`src/rtl/alu_result_buffer.sv`:
```
// In-order result buffer behind the 16-bit ALU: captures result, flags,
// destination and branch-taken, and hands the head entry to writeback/PC
// update under a valid/ready handshake.
module alu_result_buffer #(
    parameter int unsigned DEPTH = 2,
    parameter int unsigned REG_W = 4
) (
    input  logic                       input_CLK,
    input  logic                       input_Reset_n,
    input  logic                       input_Valid,
    output logic                       output_Ready,
    input  logic [15:0]                input_Result,
    input  logic                       input_Zero,
    input  logic                       input_Negative,
    input  logic [REG_W-1:0]           input_Dest,
    input  logic [2:0]                 input_Cond,
    input  logic                       input_Flush,
    output logic                       output_Valid,
    input  logic                       input_Ready,
    output logic [15:0]                output_Result,
    output logic                       output_Zero,
    output logic                       output_Negative,
    output logic [REG_W-1:0]           output_Dest,
    output logic                       output_Taken,
    output logic [$clog2(DEPTH):0]     output_Count
);

    localparam int unsigned PTR_W  = $clog2(DEPTH);
    localparam int unsigned CNT_W  = PTR_W + 1;
    localparam int unsigned DATA_W = 16;

    localparam logic [2:0] COND_EQ = 3'b001;
    localparam logic [2:0] COND_NE = 3'b010;
    localparam logic [2:0] COND_LT = 3'b011;
    localparam logic [2:0] COND_GE = 3'b100;

    typedef struct packed {
        logic [DATA_W-1:0] result;
        logic              zero;
        logic              negative;
        logic [REG_W-1:0]  dest;
        logic              taken;
    } entry_t;

    entry_t             slots [DEPTH];
    logic [PTR_W-1:0]   wr_ptr;
    logic [PTR_W-1:0]   rd_ptr;
    logic [CNT_W-1:0]   count;

    logic               taken_c;
    logic               push_c;
    logic               pop_c;
    logic               ready_c;
    logic               valid_c;
    entry_t             wr_entry_c;
    entry_t             head_c;

    // Branch resolution from the incoming flags; unknown codes never branch
    always_comb begin
        taken_c = 1'b0;
        case (input_Cond)
            COND_EQ: taken_c = input_Zero;
            COND_NE: taken_c = ~input_Zero;
            COND_LT: taken_c = input_Negative;
            COND_GE: taken_c = ~input_Negative;
            default: taken_c = 1'b0;
        endcase
    end

    // Handshake qualification, all derived from registered occupancy
    always_comb begin
        ready_c               = (count < CNT_W'(DEPTH));
        valid_c               = (count != '0);
        push_c                = input_Valid & ready_c;
        pop_c                 = valid_c & input_Ready;
        wr_entry_c            = '0;
        wr_entry_c.result     = input_Result;
        wr_entry_c.zero       = input_Zero;
        wr_entry_c.negative   = input_Negative;
        wr_entry_c.dest       = input_Dest;
        wr_entry_c.taken      = taken_c;
        head_c                = valid_c ? slots[rd_ptr] : '0;
    end

    // Pointer and occupancy tracking; flush wins over push/pop
    always_ff @(posedge input_CLK or negedge input_Reset_n) begin
        if (!input_Reset_n) begin
            wr_ptr <= '0;
            rd_ptr <= '0;
            count  <= '0;
        end else if (input_Flush) begin
            wr_ptr <= '0;
            rd_ptr <= '0;
            count  <= '0;
        end else begin
            if (push_c) wr_ptr <= wr_ptr + PTR_W'(1);
            if (pop_c)  rd_ptr <= rd_ptr + PTR_W'(1);
            case ({push_c, pop_c})
                2'b10:   count <= count + CNT_W'(1);
                2'b01:   count <= count - CNT_W'(1);
                default: count <= count;
            endcase
        end
    end

    // Entry storage; a flushed push is dropped
    always_ff @(posedge input_CLK or negedge input_Reset_n) begin
        if (!input_Reset_n) begin
            for (int unsigned i = 0; i < DEPTH; i++) begin
                slots[i] <= '0;
            end
        end else if (push_c && !input_Flush) begin
            slots[wr_ptr] <= wr_entry_c;
        end
    end

    assign output_Ready    = ready_c;
    assign output_Valid    = valid_c;
    assign output_Result   = head_c.result;
    assign output_Zero     = head_c.zero;
    assign output_Negative = head_c.negative;
    assign output_Dest     = head_c.dest;
    assign output_Taken    = head_c.taken;
    assign output_Count    = count;

endmodule

```
`config.mk`:
```
export PLATFORM = sky130hd
export DESIGN_NAME = alu_result_buffer
export DESIGN_NICKNAME = d
export VERILOG_FILES = /design/src/rtl/alu_result_buffer.sv
export SDC_FILE = /design/constraint.sdc
export NUM_CORES = 1
export LEC_CHECK = 0
export BUFFER_PORTS_ARGS = -buffer_cell sky130_fd_sc_hd__clkbuf_2
export CELL_PAD_IN_SITES_DETAIL_PLACEMENT = 1
export CELL_PAD_IN_SITES_GLOBAL_PLACEMENT = 2
export CORE_MARGIN = 2
export CORE_UTILIZATION = 28
export DETAILED_ROUTE_END_ITERATION = 8
export PLACE_DENSITY_LB_ADDON = 0.1
export SLEW_MARGIN = 20
export SYNTH_ARGS = -nofsm -noshare
export SYNTH_HDL_FRONTEND = slang
export SYNTH_SLANG_ARGS = --single-unit
```
`constraint.sdc`:
```
create_clock -name input_CLK -period 1.9 [get_ports input_CLK]
set_input_delay 0.38 -clock input_CLK [delete_from_list [all_inputs] [get_ports input_CLK]]
set_output_delay 0.38 -clock input_CLK [all_outputs]
set_load 0.02 [all_outputs]
```
==> metrics.txt, run 1 <==
worst setup path end=output_Dest[3]; status=complete, no violations; Async S/R FF share, synth=between 90% and 100%; die height=96.9 um; Post-Route WL=approximately 5300 um; DP Worst Slack=0.216 ns; # clock sinks=50; hpwl dp=3530 um; setup tns final=0 ns; biggest area consumer among synthesized cells=dfrtp_1; Post-Syn Nets=212; Crit Path Category=reg -> out; Slowest-stage cell, CP=dfrtp_1; fmax=572 MHz; port bufs=56; sequential area share after synthesis=between 50% and 60%; Cells after Synth=182; Synth top area share=approximately half; total grt overflow=0; Lkg Pwr=1.34 nW; Yosys warning total=0; Root Driver=clkbuf_8; Setup-failing EPs final=0; P&R area growth vs syn=22.0%; CP peak stage delay=between 0.4 and 0.5 ns; Initial Util=around 30%; layout cells sized above 1=48.8%; Crit path required time=1.52 ns; WP depth=4; Layout Nets=273; CP arrival=1.37 ns; Slew headroom=56.7%; Post-synth EDFFs=0; Total Routing Usage GR=11.7%; Bufs and invs on worst path=2; Distinct cells, synth=25; Worst setup startpoint=output_Count[0]$_DFFE_PN0P_; cell with the most instances after synthesis=dfrtp_1; Via Count=between 1500 and 2000; Post-Syn Area=2420 um^2; top post-synthesis cells by area=dfrtp_1 (52%), mux2_2 (12%), mux2_4 (11%), mux2i_1 (9.5%), nor2_1 (4.5%); clock-pin slew on the worst setup and hold paths=around 0.090 ns; # IOs=57; CTS buffer count=5; ANT cells=0; die width=just under 100 um; period utilisation layout=92.1%; Hold Path Class=in -> async; CTS tree=built; Die Area=~9400 um^2; Slew Viols, Final=0; RR Endpoint=slots[15]$_DFFE_PN0P_; clk_lat worst skew=0.30 ns; endpoint class of the critical path=output pin; max-capacitance violation count=0; first-pass GRT wire length=roughly 9000 um; Placeable Area=8300 um^2; pwr dens=1020 nW/um^2; Reg-to-Reg Start=output_Count[1]$_DFFE_PN0P_; Main synth FF type=dfrtp_1; largest net degree at the start of global routing=51; Detail Route Antenna Nets=0; initial antenna violation count=0; Pre-Repair DR Iteration Count=2; crit-path max FO=13; RSZ-0062 raised after global routing=false; synthesized flop and latch total=50; CP cell instances=nor2_2, buf_4, nor2_1, clkbuf_2; Peak VDD IR=around 0.35 mV; FILL cells=918; hold buffers post-CTS=0; Tmin final=between 1.5 and 2 ns; DRC violation count after routing=0; routed len/inst=15.0 um; num rows=33; Longest Clk Path Bufs=2; 1st-iter DRT viols=33; crit start category=flip-flop; CP delay by family, top=flip-flops; min setup slack post-route=0.150 ns; vias in the first global route=around 1700; H-tree levels=2; Slew @ Worst Pin=0.650 ns; syn avg cell area=between 10 and 15 um^2; total power=around 3 mW; routability cong.=0.647; vias per cell=4.53; reg2reg path depth=4; Reg2Reg Setup Slack=around 0.25 ns; Post-synth top cells=dfrtp_1 (50), nor2_1 (29), mux2_2 (25), mux2i_1 (23), mux2_4 (18); Fin Clk Skew=0.00917 ns; Fin. Hold Viols=0
how the worst min path moves through the flow:
| stage | startpoint | to | cells past startpoint |
|---|---|---|---|
| after floorplan | input_Reset_n | output_Count[0]$_DFFE_PN0P_ | 0 |
| after global placement | slots[20]$_DFFE_PN0P_ | slots[20]$_DFFE_PN0P_ | 1 |
| after detailed placement | slots[20]$_DFFE_PN0P_ | slots[20]$_DFFE_PN0P_ | 1 |
| after CTS | input_Reset_n | slots[21]$_DFFE_PN0P_ | 2 |
| after global routing | input_Reset_n | slots[21]$_DFFE_PN0P_ | 2 |
| final | input_Reset_n | slots[21]$_DFFE_PN0P_ | 2 |
where the power goes:
part,switching (mW),internal (mW)
logic,0.381,0.467
registers,0.154,1.35
clock network,0.346,0.294
flip-flops by register name, summed over array words and instances (netlist names):
register / flops
slots: 46
output_Count: 2
rd_ptr: 1
wr_ptr: 1
final cells by class:
type | instances | area (um^2) | share of cell area [%]
inverters | 2 | 7.51 | 0.255
multi-input cells | 119 | 1090 | 37.1
clock buffers | 7 | 86.3 | 2.93
clock inverters | 1 | 5.00 | 0.170
well taps | 105 | 131 | 4.45
repair buffers | 65 | 373 | 12.6
flip-flops and latches | 50 | 1250 | 42.5
per-stage QoR:
step	cells	util, %	instance area (um^2)	hold WS, ns
final	349	35.5	2950	0.171
after floorplan	182	-	2420	0.0844
after global routing	349	35.5	2950	0.228
after detailed placement	340	34.3	2850	0.490
after global placement	340	34.3	2850	0.467
after CTS	348	35.4	2940	0.209
worst register-to-register path, delay by kind of cell, from the launching register on:
family,cells,cell delay (ns)
buf+inv,2,0.47
flops,1,0.42
mux,1,0.37
simple gates,1,0.28
cell usage in the layout, fill, tap and decap left out, types with 3 or more instances in the layout:
| cell | count |
|---|---|
| nand2b_1 | 3 |
| clkbuf_8 | 6 |
| mux2_2 | 25 |
| mux2_4 | 18 |
| buf_4 | 7 |
| dfrtp_1 | 49 |
| clkbuf_2 | 56 |
| nor2_1 | 28 |
| mux2i_1 | 23 |
| a31oi_1 | 3 |
logic make-up (layout without fill, tap and decap cells):
logic type / Yosys count / after routing / share of synthesized area [%]
xor+xnor: 2 / 2 / 0.725
simple gates: 43 / 43 / 9.27
mux: 67 / 67 / 32.8
compound gates: 7 / 7 / 1.71
flops: 50 / 50 / 51.8
buf+inv: 13 / 75 / 3.73
metal layers:
| layer | share of wire, % | up-vias | GRT usage (%) |
|---|---|---|---|
| li1 | - | 746 | - |
| met2 | 47 | 34 | 18.1 |
| met3 | 3.9 | 8 | 2.60 |
| met4 | 1.4 | 0 | 3.58 |
| met1 | 48 | 793 | 16.3 |
| met5 | 0 | - | 0 |
repair_timing:
item,in CTS,in global routing
buffers inserted,0,1
resized for setup,1,0
setup endpoints to repair,5,1
(Power assumes the default switching activity.)
==> inputs of run 2 (changes only) <==
==> constraint.sdc (replaced) <==
create_clock -name input_CLK -period 2.17 [get_ports input_CLK]
set_input_delay 0.434 -clock input_CLK [delete_from_list [all_inputs] [get_ports input_CLK]]
set_output_delay 0.434 -clock input_CLK [all_outputs]
set_load 0.05 [all_outputs]
==> metrics.txt, run 2 (synthesis gave the netlist of run 1 again) <==
Initial Util=29.1% (unchanged); setup tns final=0 ns (unchanged); DRC violation count after routing=0 (unchanged); endpoint class of the critical path=output pin; Total Routing Usage GR=12.1% (+0.44 points); vias per cell=4.56 (+0.64%); max-capacitance violation count=0 (unchanged); Fin Clk Skew=0.00374 ns (-0.00542 ns); Longest Clk Path Bufs=2 (unchanged); P&R area growth vs syn=24.1%; Crit path required time=1.74 ns (+0.22 ns); Via Count=1582 (+0.063%); Detail Route Antenna Nets=0 (unchanged); CTS buffer count=5 (unchanged); hpwl dp=3480 um (-1.3%); Hold Path Class=in -> async; vias in the first global route=1773 (+6.3%); Lkg Pwr=1.36 nW (+0.93%); Slew headroom=65.8% (+9.1 points); Tmin final=between 1.5 and 2 ns; H-tree levels=2 (unchanged); Placeable Area=8300 um^2 (unchanged); Slew @ Worst Pin=0.513 ns (-0.136 ns); Fin. Hold Viols=0 (unchanged); Layout Nets=271 (-0.73%); total grt overflow=0 (unchanged); ANT cells=0 (unchanged); routed len/inst=14.9 um (-1.1%); 1st-iter DRT viols=36 (+9.1%); hold buffers post-CTS=0 (unchanged); Setup-failing EPs final=0 (unchanged); CP arrival=1.46 ns (+0.09 ns); placed instance count=339 (-0.29%); die width=96.9 um (unchanged); status=complete, no violations; Reg-to-Reg Start=output_Count[1]$_DFFE_PN0P_; Root Driver=clkbuf_8; clock-pin slew on the worst setup and hold paths=0.09 ns (about the same); commonest non-fill, non-tap cells in the layout=clkbuf_2 (54), dfrtp_1 (50), nor2_1 (28), mux2_2 (25), mux2i_1 (23); Post-CTS Setup Inserts=0 (unchanged); Pre-Repair DR Iteration Count=4 (+2); port bufs=56 (unchanged); largest net degree at the start of global routing=34 (-33%); RSZ-0062 raised after global routing=false; initial antenna violation count=0 (unchanged); layout cells sized above 1=47.9% (-0.84 points); Crit Path Category=reg -> out; fmax=529 MHz; # IOs=57 (unchanged); die height=96.9 um (unchanged); routability cong.=0.642 (-0.63%); crit-path max FO=19 (+6); Peak VDD IR=0.329 mV (-6.1%); commonest non-fill, non-tap cell in the layout=clkbuf_2; tightest hold margin=0.0899 ns (-0.0808 ns); Top reg by flops=slots; Slew Viols, Final=0 (unchanged); period utilisation layout=just under 90%; max FFs per register=46 (unchanged); Post-CTS Resized=0 (-1); pwr dens=932 nW/um^2 (-8.4%); crit start category=flip-flop; num rows=33 (unchanged); Die Area=9390 um^2 (unchanged); # clock sinks=50 (unchanged); Post-Route WL=5160 um (-1.7%); CTS tree=built; first-pass GRT wire length=9190 um (+4.2%); Worst setup startpoint=rd_ptr$_DFFE_PN0P_; clk_lat worst skew=0.29 ns (about the same); fin cells=347 (-0.57%)
-- run 2: changes by cell type in the layout (fill, tap and decap cells not counted), sizes merged --
| cell | change |
|---|---|
| clkbuf | -2 |
-- run 2: through the flow --
stage          cell area (um^2)  power [mW]  utilization (%)  setup slack (ns)
2_1_floorplan              2420        2.01                -           -0.0806
4_1_cts                    3000        2.85             36.2             0.252
3_5_place_dp               2910        2.28             35.1             0.460
6_report                   3000        2.79             36.2             0.281
3_3_place_gp               2910        2.26             35.1             0.474
5_1_grt                    3000        3.00             36.2             0.173
-- run 2: critical path, cell delays in order, from the launching register on --
cell and delay [ns]:
dfrtp_1 0.42, buf_12 0.18, mux2i_1 0.13, nor2_1 0.13
clkbuf_2 0.30
-- run 2: power by group --
| group | internal, mW | switching [mW] | leakage [nW] | total, mW |
|---|---|---|---|---|
| registers | 1.19 | 0.134 | 0.599 | 1.32 |
| logic | 0.430 | 0.490 | 0.709 | 0.920 |
| clock network | 0.258 | 0.297 | 0.0482 | 0.555 |
-- run 2: layout make-up --
class,instances,area [um^2]
Clock buffer,7,86.3
Clock inverter,1,5.00
Fill cell,899,5300
Inverter,2,7.51
Multi-Input combinational cell,119,1090
Sequential cell,50,1250
Tap cell,105,131
Timing Repair Buffer,63,425
-- run 2: final timing paths --
path,end,slack [ns],cells past startpoint
setup / recovery,output_Dest[3],0.28,4
max in group asynchronous,slots[11]$_DFFE_PN0P_,1.52,2
hold / removal,slots[21]$_DFFE_PN0P_,0.09,1
setup reg to reg,slots[31]$_DFFE_PN0P_,0.49,4
min in group input_CLK,slots[33]$_DFFE_PN0P_,0.38,2
hold reg to reg,slots[20]$_DFFE_PN0P_,0.51,1
-- run 2: layer usage --
metal / GRT usage, % / up-vias / share of wire [%]
li1: - / 744 / -
met1: 16.5 / 803 / 48
met2: 19.8 / 33 / 48
met3: 2.89 / 2 / 3.6
met4: 2.28 / 0 / 0.33
met5: 0 / - / 0
